`src/rtl/amo_lrsc_shim.sv`:
```
// -----------------------------------------------------------------------------
// amo_lrsc_shim
//
// Atomic memory shim placed in front of a single SRAM bank (it must be the
// bank's only master). Plain loads/stores pass straight through. RISC-V AMOs
// are executed as a read (grant cycle) followed by a write-back one cycle
// later on a single 32-bit lane. LR/SC reservations are tracked per requester
// ID in a small table. Every granted request gets a registered response one
// cycle after the grant.
//
// Ports
//   clk_i, rst_ni       clock, asynchronous active-low reset
//   in_req_i/in_gnt_o   request / grant from the interconnect
//   in_add_i            bank word address
//   in_amo_i            op: 0 none, 1..9 AMO, A LR, B SC, C..F as 0
//   in_wen_i            store (1) / load (0), only for op 0
//   in_wdata_i, in_be_i write data / operand, byte enables
//   in_id_i             requester ID
//   in_rvalid_o, in_rid_o, in_rdata_o   response channel
//   out_req_o, out_add_o, out_wen_o, out_wdata_o, out_be_o   SRAM request
//   out_rdata_i         SRAM read data (one cycle after a read)
// -----------------------------------------------------------------------------
module amo_lrsc_shim #(
    parameter int unsigned AddrMemWidth = 32,
    parameter int unsigned DataWidth    = 64,
    parameter int unsigned IdWidth      = 4,
    parameter int unsigned NumRes       = 4
) (
    input  logic                    clk_i,
    input  logic                    rst_ni,
    input  logic                    in_req_i,
    output logic                    in_gnt_o,
    input  logic [AddrMemWidth-1:0] in_add_i,
    input  logic [3:0]              in_amo_i,
    input  logic                    in_wen_i,
    input  logic [DataWidth-1:0]    in_wdata_i,
    input  logic [DataWidth/8-1:0]  in_be_i,
    input  logic [IdWidth-1:0]      in_id_i,
    output logic                    in_rvalid_o,
    output logic [IdWidth-1:0]      in_rid_o,
    output logic [DataWidth-1:0]    in_rdata_o,
    output logic                    out_req_o,
    output logic [AddrMemWidth-1:0] out_add_o,
    output logic                    out_wen_o,
    output logic [DataWidth-1:0]    out_wdata_o,
    output logic [DataWidth/8-1:0]  out_be_o,
    input  logic [DataWidth-1:0]    out_rdata_i
);

    localparam int unsigned NB = DataWidth / 8;
    localparam int unsigned NL = DataWidth / 32;
    localparam int unsigned LW = (NL > 1) ? $clog2(NL) : 1;
    localparam int unsigned VW = (NumRes > 1) ? $clog2(NumRes) : 1;

    if (!(DataWidth == 32 || DataWidth == 64 || DataWidth == 128 || DataWidth == 256)) begin : g_bad_dw
        $fatal(1, "amo_lrsc_shim: DataWidth must be 32, 64, 128 or 256");
    end
    if (NumRes < 1) begin : g_bad_nr
        $fatal(1, "amo_lrsc_shim: NumRes must be at least 1");
    end

    typedef enum logic [3:0] {
        AMO_NONE = 4'h0,
        AMO_SWAP = 4'h1,
        AMO_ADD  = 4'h2,
        AMO_AND  = 4'h3,
        AMO_OR   = 4'h4,
        AMO_XOR  = 4'h5,
        AMO_MAX  = 4'h6,
        AMO_MAXU = 4'h7,
        AMO_MIN  = 4'h8,
        AMO_MINU = 4'h9,
        AMO_LR   = 4'hA,
        AMO_SC   = 4'hB
    } amo_op_e;

    typedef enum logic {
        S_IDLE,
        S_DOAMO
    } state_e;

    // Lane = (index of lowest set byte enable) / 4; iterating downwards lets
    // the lowest set bit win.
    function automatic logic [LW-1:0] f_lane(input logic [NB-1:0] be);
        logic [LW-1:0] lane;
        lane = '0;
        for (int unsigned i = NB; i > 0; i--) begin
            if (be[i-1]) lane = LW'((i - 1) / 4);
        end
        return lane;
    endfunction

    function automatic logic [NB-1:0] f_lane_be(input logic [LW-1:0] lane);
        logic [NB-1:0] be;
        be = '0;
        for (int unsigned i = 0; i < NL; i++) begin
            if (lane == LW'(i)) be[4*i +: 4] = 4'hF;
        end
        return be;
    endfunction

    // ---------------------------------------------------------------- state
    state_e                  r_state;
    state_e                  w_state_nxt;

    logic [3:0]              r_op;
    logic [AddrMemWidth-1:0] r_add;
    logic [LW-1:0]           r_lane;
    logic [31:0]             r_operand;

    logic                    r_rvalid;
    logic [IdWidth-1:0]      r_rid;
    logic                    r_sc_rsp;
    logic                    r_sc_fail;
    logic [LW-1:0]           r_sc_lane;

    logic                    r_res_valid [NumRes];
    logic [IdWidth-1:0]      r_res_id    [NumRes];
    logic [AddrMemWidth-1:0] r_res_add   [NumRes];
    logic [LW-1:0]           r_res_lane  [NumRes];
    logic [VW-1:0]           r_victim;

    // ---------------------------------------------------------------- decode
    logic          w_is_amo;
    logic          w_is_lr;
    logic          w_is_sc;
    logic          w_xfer;
    logic [LW-1:0] w_lane;
    logic [31:0]   w_operand;

    assign w_is_amo = (in_amo_i >= AMO_SWAP) && (in_amo_i <= AMO_MINU);
    assign w_is_lr  = (in_amo_i == AMO_LR);
    assign w_is_sc  = (in_amo_i == AMO_SC);
    assign w_xfer   = in_req_i & in_gnt_o;
    assign w_lane   = f_lane(in_be_i);

    always_comb begin
        w_operand = '0;
        for (int unsigned i = 0; i < NL; i++) begin
            if (w_lane == LW'(i)) w_operand = in_wdata_i[32*i +: 32];
        end
    end

    // ------------------------------------------------------ reservation lookup
    logic          w_id_hit;
    logic          w_id_multi;
    logic [VW-1:0] w_id_idx;
    logic          w_free;
    logic [VW-1:0] w_free_idx;
    logic          w_sc_ok;
    logic [VW-1:0] w_lr_idx;
    logic          w_lr_evict;

    always_comb begin
        w_id_hit   = 1'b0;
        w_id_multi = 1'b0;
        w_id_idx   = '0;
        w_free     = 1'b0;
        w_free_idx = '0;
        for (int unsigned i = 0; i < NumRes; i++) begin
            if (r_res_valid[i] && r_res_id[i] == in_id_i) begin
                if (w_id_hit) w_id_multi = 1'b1;
                w_id_hit = 1'b1;
                w_id_idx = VW'(i);
            end
            if (!r_res_valid[i] && !w_free) begin
                w_free     = 1'b1;
                w_free_idx = VW'(i);
            end
        end
        w_sc_ok    = w_id_hit && (r_res_add[w_id_idx] == in_add_i)
                              && (r_res_lane[w_id_idx] == w_lane);
        w_lr_evict = !w_id_hit && !w_free;
        if (w_id_hit)    w_lr_idx = w_id_idx;
        else if (w_free) w_lr_idx = w_free_idx;
        else             w_lr_idx = r_victim;
    end

    // ------------------------------------------------------------------- ALU
    logic [31:0]          w_old;
    logic [31:0]          w_res;
    logic [DataWidth-1:0] w_amo_wdata;

    always_comb begin
        w_old = '0;
        for (int unsigned i = 0; i < NL; i++) begin
            if (r_lane == LW'(i)) w_old = out_rdata_i[32*i +: 32];
        end
        case (r_op)
            AMO_ADD:  w_res = w_old + r_operand;
            AMO_AND:  w_res = w_old & r_operand;
            AMO_OR:   w_res = w_old | r_operand;
            AMO_XOR:  w_res = w_old ^ r_operand;
            AMO_MAX:  w_res = ($signed(w_old) > $signed(r_operand)) ? w_old : r_operand;
            AMO_MAXU: w_res = (w_old > r_operand) ? w_old : r_operand;
            AMO_MIN:  w_res = ($signed(w_old) < $signed(r_operand)) ? w_old : r_operand;
            AMO_MINU: w_res = (w_old < r_operand) ? w_old : r_operand;
            default:  w_res = r_operand;
        endcase
        w_amo_wdata = '0;
        for (int unsigned i = 0; i < NL; i++) begin
            if (r_lane == LW'(i)) w_amo_wdata[32*i +: 32] = w_res;
        end
    end

    // ----------------------------------------------- FSM next state / outputs
    always_comb begin
        w_state_nxt = r_state;
        in_gnt_o    = 1'b0;
        out_req_o   = 1'b0;
        out_add_o   = in_add_i;
        out_wen_o   = 1'b0;
        out_wdata_o = in_wdata_i;
        out_be_o    = in_be_i;
        case (r_state)
            S_IDLE: begin
                in_gnt_o = in_req_i;
                if (w_is_amo) begin
                    out_req_o = in_req_i;
                    if (in_req_i) w_state_nxt = S_DOAMO;
                end else if (w_is_lr) begin
                    out_req_o = in_req_i;
                end else if (w_is_sc) begin
                    // A failed SC never reaches the bank.
                    out_req_o = in_req_i & w_sc_ok;
                    out_wen_o = 1'b1;
                    out_be_o  = f_lane_be(w_lane);
                end else begin
                    out_req_o = in_req_i;
                    out_wen_o = in_wen_i;
                end
            end
            S_DOAMO: begin
                out_req_o   = 1'b1;
                out_wen_o   = 1'b1;
                out_add_o   = r_add;
                out_be_o    = f_lane_be(r_lane);
                out_wdata_o = w_amo_wdata;
                w_state_nxt = S_IDLE;
            end
            default: w_state_nxt = S_IDLE;
        endcase
    end

    always_ff @(posedge clk_i or negedge rst_ni) begin
        if (!rst_ni) r_state <= S_IDLE;
        else         r_state <= w_state_nxt;
    end

    // ------------------------------------------------------ AMO operand latch
    always_ff @(posedge clk_i or negedge rst_ni) begin
        if (!rst_ni) begin
            r_op      <= '0;
            r_add     <= '0;
            r_lane    <= '0;
            r_operand <= '0;
        end else if (w_xfer && w_is_amo) begin
            r_op      <= in_amo_i;
            r_add     <= in_add_i;
            r_lane    <= w_lane;
            r_operand <= w_operand;
        end
    end

    // -------------------------------------------------------------- response
    always_ff @(posedge clk_i or negedge rst_ni) begin
        if (!rst_ni) begin
            r_rvalid  <= 1'b0;
            r_rid     <= '0;
            r_sc_rsp  <= 1'b0;
            r_sc_fail <= 1'b0;
            r_sc_lane <= '0;
        end else begin
            r_rvalid <= w_xfer;
            r_sc_rsp <= w_xfer & w_is_sc;
            if (w_xfer) begin
                r_rid     <= in_id_i;
                r_sc_fail <= !w_sc_ok;
                r_sc_lane <= w_lane;
            end
        end
    end

    assign in_rvalid_o = r_rvalid;
    assign in_rid_o    = r_rid;

    always_comb begin
        in_rdata_o = out_rdata_i;
        if (r_sc_rsp) begin
            in_rdata_o = '0;
            for (int unsigned i = 0; i < NL; i++) begin
                if (r_sc_lane == LW'(i)) in_rdata_o[32*i] = r_sc_fail;
            end
        end
    end

    // ------------------------------------------------------ reservation table
    logic w_wr;
    assign w_wr = out_req_o & out_wen_o;

    // Invalidations and LR allocation never target the same cycle: an LR is a
    // read and occupies the single bank port, so the update order is free.
    always_ff @(posedge clk_i or negedge rst_ni) begin
        if (!rst_ni) begin
            for (int unsigned i = 0; i < NumRes; i++) begin
                r_res_valid[i] <= 1'b0;
                r_res_id[i]    <= '0;
                r_res_add[i]   <= '0;
                r_res_lane[i]  <= '0;
            end
            r_victim <= '0;
        end else begin
            for (int unsigned i = 0; i < NumRes; i++) begin
                if (w_wr && r_res_valid[i] && r_res_add[i] == out_add_o) r_res_valid[i] <= 1'b0;
            end
            if (w_xfer && w_is_sc && w_id_hit) r_res_valid[w_id_idx] <= 1'b0;
            if (w_xfer && w_is_lr) begin
                r_res_valid[w_lr_idx] <= 1'b1;
                r_res_id[w_lr_idx]    <= in_id_i;
                r_res_add[w_lr_idx]   <= in_add_i;
                r_res_lane[w_lr_idx]  <= w_lane;
                if (w_lr_evict) begin
                    r_victim <= (r_victim == VW'(NumRes - 1)) ? '0 : r_victim + 1'b1;
                end
            end
        end
    end

    a_one_slot_per_id : assert property (@(posedge clk_i) disable iff (!rst_ni) !w_id_multi);

endmodule

```
`config.mk`:
```
export PLATFORM = sky130hd
export DESIGN_NAME = amo_lrsc_shim
export DESIGN_NICKNAME = d
export VERILOG_FILES = /design/src/rtl/amo_lrsc_shim.sv
export SDC_FILE = /design/constraint.sdc
export NUM_CORES = 1
export LEC_CHECK = 0
export ABC_AREA = 1
export CORE_MARGIN = 2
export CORE_UTILIZATION = 55
export CTS_CLUSTER_DIAMETER = 40
export DETAILED_ROUTE_END_ITERATION = 16
export GPL_TIMING_DRIVEN = 0
export PLACE_DENSITY = 0.86
export SLEW_MARGIN = 30
export SYNTH_ARGS = -nofsm -noshare
export SYNTH_HDL_FRONTEND = slang
export SYNTH_SLANG_ARGS = --single-unit
```
`constraint.sdc`:
```
create_clock -name clk_i -period 6 [get_ports clk_i]
set_input_delay 1.2 -clock clk_i [delete_from_list [all_inputs] [get_ports clk_i]]
set_output_delay 1.2 -clock clk_i [all_outputs]
set_load 0.03 [all_outputs]
```
==> Word level (Yosys, flattened, before mapping) <==
Index checks and enable logic that the tools add are counted.
{ "word_totals": {"in_bits": 180, "regBits": 232, "output_inout_bits": 176} }
{ "classes": {"bitwise_logic": 13, "addsub": 2, "magnitude_cmp": 10, "n_eq_ne": 21, "reduce_logical": 34, "muxes": 82} }
{ "op_table": {"columns": ["operator", "count"], "rows": [
  ["$mux 32", 12],
  ["$pmux 32 s8", 1],
  ["$eq 32x32->1", 5],
  ["$bwmux 128", 1],
  ["$mux 64", 2],
  ["$bmux 32 s2", 1],
  ["$demux 32 s2", 1],
  ["$gt 32x32->1", 2],
  ["$lt 32x32->1", 2],
  ["$mux 1", 37],
  ["$add 32x32->32", 1],
  ["$and 32x32->32", 1],
  ["$or 32x32->32", 1],
  ["$xor 32x32->32", 1],
  ["$mux 4", 7],
  ["$logic_and 1x1->1", 25],
  ["$mux 8", 3],
  ["$bwmux 16", 1],
  ["$eq 4x3->1 const B", 4],
  ["$eq 4x4->1", 4],
  ["$eq 4x4->1 const B", 4],
  ["$pmux 8 s2", 1],
  ["$mux 2", 7],
  ["$demux 4 s2", 1],
  ["other kinds (20)", 37]
]} }

==> Longest topological paths before layout <==
Gate-level depths: netlist of run 1.
{ "depth": {"ltp_word": 25, "mapped_depth": 26, "mapped_depth_nobuf": 24} }

==> Worst setup path after synthesis of run 1 <==
OpenSTA, ideal clock, no wires.
{ "synth_path": {"path_kind": "input to output", "startpoint": "input port out_rdata_i[0]", "endpoint": "output port out_wdata_o[56]", "n_path_buf": 0, "cell_stages": 21, "t_required_ns": 4.800, "path_slack_ns": 0.827, "arrival_ns": 3.973, "cell_sequence": "o21ai_0 -> inv_1 -> ha_1 -> fa_1 -> nand2_1 -> nand3_1 -> o21ai_0 -> o21a_1 -> nor2_1 -> nor2_1 -> o21ai_0 -> a21oi_1 -> inv_1 -> a21o_1 -> nand2_1 -> nand2_1 -> nand2_1 -> nand3_1 -> nand3_1 -> nand3_1 -> nand2_1"} }
{ "synth_via": {"elab_chain_len": 6, "word_cells_on_any_way": 13, "classes_between": "add/sub (1); order compare (4); mux (8)"} }
{ "synth_rtl": {"columns": ["item", "line_no", "text"], "rows": [
  ["start: declaration", "47", "input logic [DataWidth-1:0] out_rdata_i"],
  ["$mux 32 (*)", "187", "if (r_lane == LW'(i)) w_old = out_rdata_i[32*i +: 32];"],
  ["$lt 32x32->1 (tied with other cells)", "197", "AMO_MINU: w_res = (w_old < r_operand) ? w_old : r_operand;"],
  ["$mux 32, on equally long branches", null, null],
  ["$pmux 32 s8 (*)", "189", "case (r_op)"],
  ["$mux 32 (*)", "202", "if (r_lane == LW'(i)) w_amo_wdata[32*i +: 32] = w_res;"],
  ["$mux 64 (*)", "215", "case (r_state)"],
  ["end: declaration", "45", "output logic [DataWidth-1:0] out_wdata_o,"]
]} }
Mark *: on every way between the ends. The rest lies on a longest branch, timed or not.

==> Worst setup path in the final report of run 1 <==
{ "layout_path": {"startpoint": "input port out_rdata_i[49]", "endpoint": "output port out_wdata_o[50]"} }
Same word-level chain as after synthesis.

==> results of run 1 <==
## logic make-up after synthesis
family | Yosys count | share of synthesized area
AO/OA/AOI/OAI | 705 | 0.197
buffers and inverters | 500 | 0.0992
adder cells (fa/ha/maj) | 98 | 0.0622
multiplexers | 1 | 0.000567
flip-flops | 232 | 0.292
AND/OR/NAND/NOR | 1425 | 0.301
XOR/XNOR | 108 | 0.0477
## worst min-delay path by stage
stage / start / end / slack [ns]
floorplan: r_add[30] / r_add[30] / 0.45
global placement: r_add[28] / r_add[28] / 0.47
detailed placement: r_res_add[69] / r_res_add[69] / 0.47
CTS: r_res_add[69] / r_res_add[69] / 0.49
global route: r_add[22] / r_add[22] / 0.51
finish: r_res_add[104] / r_res_add[104] / 0.49
## power by group
group	switching [mW]	leakage, nW	internal (mW)
clock	0.898	0.663	1.52
sequential	0.283	2.95	1.88
combinational	2.70	8.76	1.41
## cell usage after synthesis, types with 15 or more instances
| master | instances | area [um2] |
|---|---|---|
| o21ai_0 | 403 | 2020 |
| nand2_1 | 821 | 3080 |
| o211ai_1 | 33 | 248 |
| dfrtp_1 | 232 | 5810 |
| nand4_1 | 43 | 269 |
| nor2_1 | 280 | 1050 |
| buf_2 | 22 | 110 |
| o21a_1 | 15 | 113 |
| o21ai_1 | 55 | 275 |
| xor2_1 | 61 | 534 |
| a21oi_1 | 84 | 420 |
| o22ai_1 | 47 | 294 |
| clkbuf_1 | 112 | 420 |
| inv_1 | 340 | 1280 |
| a211oi_1 | 22 | 165 |
| nand3_1 | 211 | 1060 |
| ha_1 | 97 | 1210 |
| nor4_1 | 18 | 113 |
| xnor2_1 | 47 | 412 |
## registers in the layout, summed over array words and instances (netlist names)
signal       flops
r_res_valid      4
in_rid_o         4
r_sc_rsp         1
r_operand       32
r_sc_fail        1
r_lane           1
r_sc_lane        1
r_op             4
in_rvalid_o      1
r_res_lane       4
r_state          1
r_victim         2
r_res_add      128
r_res_id        16
r_add           32
## stage by stage
stage	util	setup WS [ns]	power, mW
final	0.736	0.0217	8.69
after global routing	0.736	-0.0365	9.03
after CTS	0.725	-0.0197	8.35
after detailed placement	0.676	-1.92	5.79
after global placement	0.674	-6.08	5.69
after floorplan	-	0.827	4.44
## layer usage
layer	GRT usage	wire, um	vias up
met4	0.390	9340	2
met1	0.556	32700	11600
met3	0.142	11800	636
met5	0	13	-
li1	-	-	10900
met2	0.778	42200	2068
## final cells by class
cell class | count | share of cell area
plain buffers | 148 | 0.0329
clock buffers | 47 | 0.0387
clock inverters | 22 | 0.0130
inverters | 346 | 0.0497
multi-input cells | 2337 | 0.484
flip-flops and latches | 232 | 0.222
well taps | 461 | 0.0220
repair buffers | 384 | 0.138
## worst max-delay path, cell delays in order
cell	delay (ns)
clkdlybuf4s50_1	0.42
inv_2	0.11
nand2_1	0.09
o21ai_2	0.15
ha_1	0.29
buf_2	0.17
inv_1	0.08
a21oi_1	0.07
o21ai_1	0.18
nand3_1	0.15
a31oi_4	0.23
nor2_4	0.08
nand2_4	0.15
inv_1	0.12
nand2_4	0.14
buf_4	0.18
nor2_1	0.05
nor2_1	0.12
o21ai_1	0.09
nor2_1	0.12
nand3_1	0.15
nand3_1	0.11
nand2_1	0.11
buf_4	0.19
## timing repair
action / 4_1_cts / 5_1_grt
endpoints found under the setup margin: 65 / 65
gates resized for setup: 480 / 102
buffers inserted: 17 / 10
cloned: 1 / 0
pin swaps: 19 / 29
hold buffers: 0 / 0
==> metrics.txt, run 1 <==
status complete, no violations; DRT iter0 DRCs ~3.0k; Seq/Total Area, Yosys 0.292; Core ar. approximately 0.036 mm2; ANT nets after route 0; CP Max Fanout 8; die span in y around 190 um; DR pass1 iterations 6; WL per Instance roughly 24 um; IO Pins between 300 and 400; Hold WS 0.489 ns; Clock Skew about 0.021 ns; fill count approximately 2.8k; flop-to-flop setup slack about 1.4 ns; VDD IR-drop max 317 uV; Core Rows between 60 and 70; static leakage approximately 12 nW; Seq. cell area roughly 0.0058 mm2; final instance area around 0.026 mm2; CP Capture Point out_wdata_o[50]; P&R area growth vs syn 32.0%; RR Startpoint r_state; power density over the cells about 330 mW/mm2; critical setup path kind primary input to output port; crit path DAT 4.78 ns; maxcap violations 0; Crit path required time roughly 4.8 ns; Worst slew margin 0.263; global route total overflow 0; commonest non-fill, non-tap cell in the layout nand2_1; routed vias/inst about 6.4; commonest register cell after synthesis dfrtp_1; syn avg cell area around 6.5 um2; share of post-route cells with drive strength above 1 0.0981; Final Slew Violations 0; RR Endpoint r_res_valid[3]; Initial Utilization 0.558; Async SR Flop Fraction 1.00; Worst setup EP type output port; Post-Syn Nets between 3k and 4k; Clock Tree Buf Depth 3; Hold Path Class flip-flop to flip-flop; worst setup path startpoint out_rdata_i[49]; Critical Path Start Type primary input; cell count after synthesis 3,069; H-tree levels 2; setup TNS 0 ns; root buffer cell clkbuf_16; Post-synth EDFFs 0; initial antenna violation count 1; FF+latch count, synth 232; synthesized area approximately 0.02 mm2; detailed-placement wirelength estimate ~70,000 um; WL final 96,000 um; Clock transition at path regs approximately 0.06 ns; fin nets between 3k and 4k; gr usage total 0.491; Period minus WS final approximately 6 ns; final cell count without fillers approximately 4.0k; die area 0.0376 mm2; final setup vio count 0; die span in x a little under 200 um; CTS Sinks 232; Fmax 0.167 GHz; Num CTS Buffers 38; Ys Warns 0; worst skew pair latency ~0.59 ns; Final Hold Viols 0; largest net degree at the start of global routing 87; antenna cells 0; total vias in the final route around 25k; worst hold path cell count 2; Worst Reg-to-Reg Cells 11; placed cell count 3,886; Routability Congestion ~1.1; # port buffers around 350; crit share post-route 0.996; Area after DPL approximately 0.024 mm2; most frequent cells in the layout nand2_1 (801), o21ai_0 (365), inv_1 (336); TritonCTS clock tree yes; DRC viols 0; Synth cell types 51; footprint of the multi-input gates around 0.013 mm2; Least-Margin Pin Slew 1.11 ns; first-pass GRT wire length roughly 140,000 um; vias in the first global route roughly 24k
Note: power is estimated with default switching activity, not from simulation.
==> run 2, diff against run 1 <==
Settings changed: CAP_MARGIN set to 20, CELL_PAD_IN_SITES_DETAIL_PLACEMENT set to 0, CELL_PAD_IN_SITES_GLOBAL_PLACEMENT set to 1, CORE_UTILIZATION 55 to 38, PLACE_DENSITY 0.86 to 0.85, SLEW_MARGIN 30 to 5.
==> metrics.txt, run 2 (synthesis gave the netlist of run 1 again) <==
gr usage total 0.376; CP Max Fanout 4; Core Rows 83; setup TNS 0 ns; # port buffers about 350; P&R area growth vs syn 37.6%; hold path start in_rid_o[0]; die span in x about 230 um; RR Endpoint r_res_valid[3]; die area approximately 0.054 mm2; final setup vio count 0; WL per Instance 24.8 um; Worst setup EP type output port; total vias in the final route 24.1k; Final Hold Viols 0; overall power about 9.5 mW; DRT iter0 DRCs around 2.1k; status complete, no violations; setup ws final 0.0589 ns; first-pass GRT wire length 150,000 um; crit share post-route 0.990; TritonCTS clock tree yes; root buffer cell clkbuf_16; critical setup path kind primary input to output port; die span in y ~230 um; ANT nets after route 0; initial antenna violation count 3; WL final roughly 110,000 um; fin util 0.530; Comb power frac 0.450; Final Slew Violations 0; RR Startpoint r_state; footprint of the multi-input gates 0.0129 mm2; Clock transition at path regs 0.06 ns; Initial Utilization 0.385; Period minus WS final 5.94 ns; Largest register FFs approximately 130; Most flops, register r_res_add; global route total overflow 0; Worst slew margin 0.263; IO Pins 356; Core ar. a little over 0.05 mm2; maxcap violations 0; placed cell count between 4k and 5k; worst skew pair latency 0.60 ns; Crit path required time ~4.8 ns; worst hold path cell count 2; Routability Congestion roughly 1.0; Seq. cell area slightly below 0.006 mm2; flop-to-flop setup slack around 1.6 ns; fin nets around 3.8k; CTS Sinks between 200 and 250; Worst Reg-to-Reg Cells 11; Place WS -2.36 ns; Seq pwr share 0.226; final instance area about 0.027 mm2; Area after DPL around 0.024 mm2; vias in the first global route approximately 23k; static leakage 12.8 nW; DRC viols 0; DR pass1 iterations 5; most frequent cells in the layout nand2_1 (799), o21ai_0 (361), inv_1 (334); Hold Buf Count CTS 0; Least-Margin Pin Slew ~1.1 ns; Hold WS 0.483 ns; Critical Path Start Type primary input; detailed-placement wirelength estimate ~80,000 um; final cell count without fillers approximately 4.2k; Num CTS Buffers 47; power density over the cells ~350 mW/mm2; Clock Tree Buf Depth 3; share of post-route cells with drive strength above 1 0.114; H-tree levels 2; Hold Path Class flip-flop to flip-flop; crit path DAT between 4 and 5 ns; fill count around 5.2k; power share of the clock group 0.323; Clock Skew between 0.015 and 0.02 ns; VDD IR-drop max approximately 230 uV; routed vias/inst 5.69; Switching Power 4.08 mW; sw frac 0.429; Largest regs r_res_add (128), r_add (32), r_operand (32); Fmax between 0.15 and 0.2 GHz; commonest non-fill, non-tap cell in the layout nand2_1; largest net degree at the start of global routing about 100; Pint roughly 5.4 mW; WHS Endpoint in_rid_o[0]
==> run 2: changes by cell type in the layout (fill, tap and decap cells not counted), sizes merged, moves of 2 or more <==
| cell | previous run | this run |
|---|---|---|
| clkbuf | 159 | 164 |
| clkdlybuf4s50 | 287 | 283 |
| dlymetal6s2s | 1 | 5 |
| buf | 127 | 149 |
| clkdlybuf4s15 | 5 | 1 |
| bufinv | 7 | 12 |
| clkinv | 10 | 8 |
| clkinvlp | 2 | 8 |
==> run 2: critical path: stages <==
cell and delay, ns:
clkdlybuf4s50_1 0.40, inv_1 0.18, nand2_1 0.10, o21ai_2 0.20, inv_1 0.17, ha_1 0.28
a21oi_1 0.16, inv_1 0.07, a21oi_1 0.27, inv_1 0.15, a21oi_2 0.25, inv_1 0.09
a221oi_2 0.32, nand2_1 0.10, nand2_1 0.06, nand3_1 0.08, nand3_1 0.15, nand3_1 0.08
nand2_1 0.20, buf_2 0.24
==> run 2: area by class of cell <==
type | instances | share of cell area
clock buffer | 56 | 0.0465
inverter | 346 | 0.0477
tap | 680 | 0.0311
sequential | 232 | 0.213
timing repair buffer | 401 | 0.140
multi-input combinational | 2337 | 0.471
clock inverter | 32 | 0.0201
antenna | 1 | 0.0000916
buffer | 146 | 0.0309
==> run 2: worst max path at each step <==
| stage | from | to | slack, ns | cells past startpoint |
|---|---|---|---|---|
| after CTS | out_rdata_i[57] | out_wdata_o[8] | -0.02 | 22 |
| after detailed placement | out_rdata_i[31] | out_wdata_o[43] | -2.36 | 18 |
| final | out_rdata_i[47] | out_wdata_o[31] | 0.06 | 20 |
| after floorplan | out_rdata_i[0] | out_wdata_o[56] | 0.83 | 21 |
| after global placement | rst_ni | r_operand[21] | -6.74 | 1 |
| after global routing | out_rdata_i[49] | out_wdata_o[52] | -0.04 | 24 |
==> run 2: power by group through the flow <==
| stage | Sequential [mW] | Combinational, mW | Clock (mW) |
|---|---|---|---|
| after floorplan | 2.09 | 2.34 | 0 |
| after global placement | 2.15 | 3.72 | 0 |
| after detailed placement | 2.16 | 3.76 | 0 |
| after CTS | 2.14 | 4.00 | 3.09 |
| after global routing | 2.18 | 4.59 | 3.16 |
| final | 2.15 | 4.27 | 3.07 |
==> run 2: timing repair <==
item                       CTS  global route
pin swaps                   28            47
cloned                       2             2
gates resized for setup    484           156
setup endpoints to repair   65            69
buffers inserted            23            17
==> run 2: routing by layer <==
layer / wire length, um / up-vias / part of all wire / GRT usage
met1: 40900 / 11500 / 0.39 / 0.456
met4: 6660 / 2 / 0.063 / 0.202
li1: - / 11000 / - / -
met5: 13 / - / 0.00012 / 0
met3: 8900 / 317 / 0.085 / 0.0743
met2: 48600 / 1266 / 0.46 / 0.629
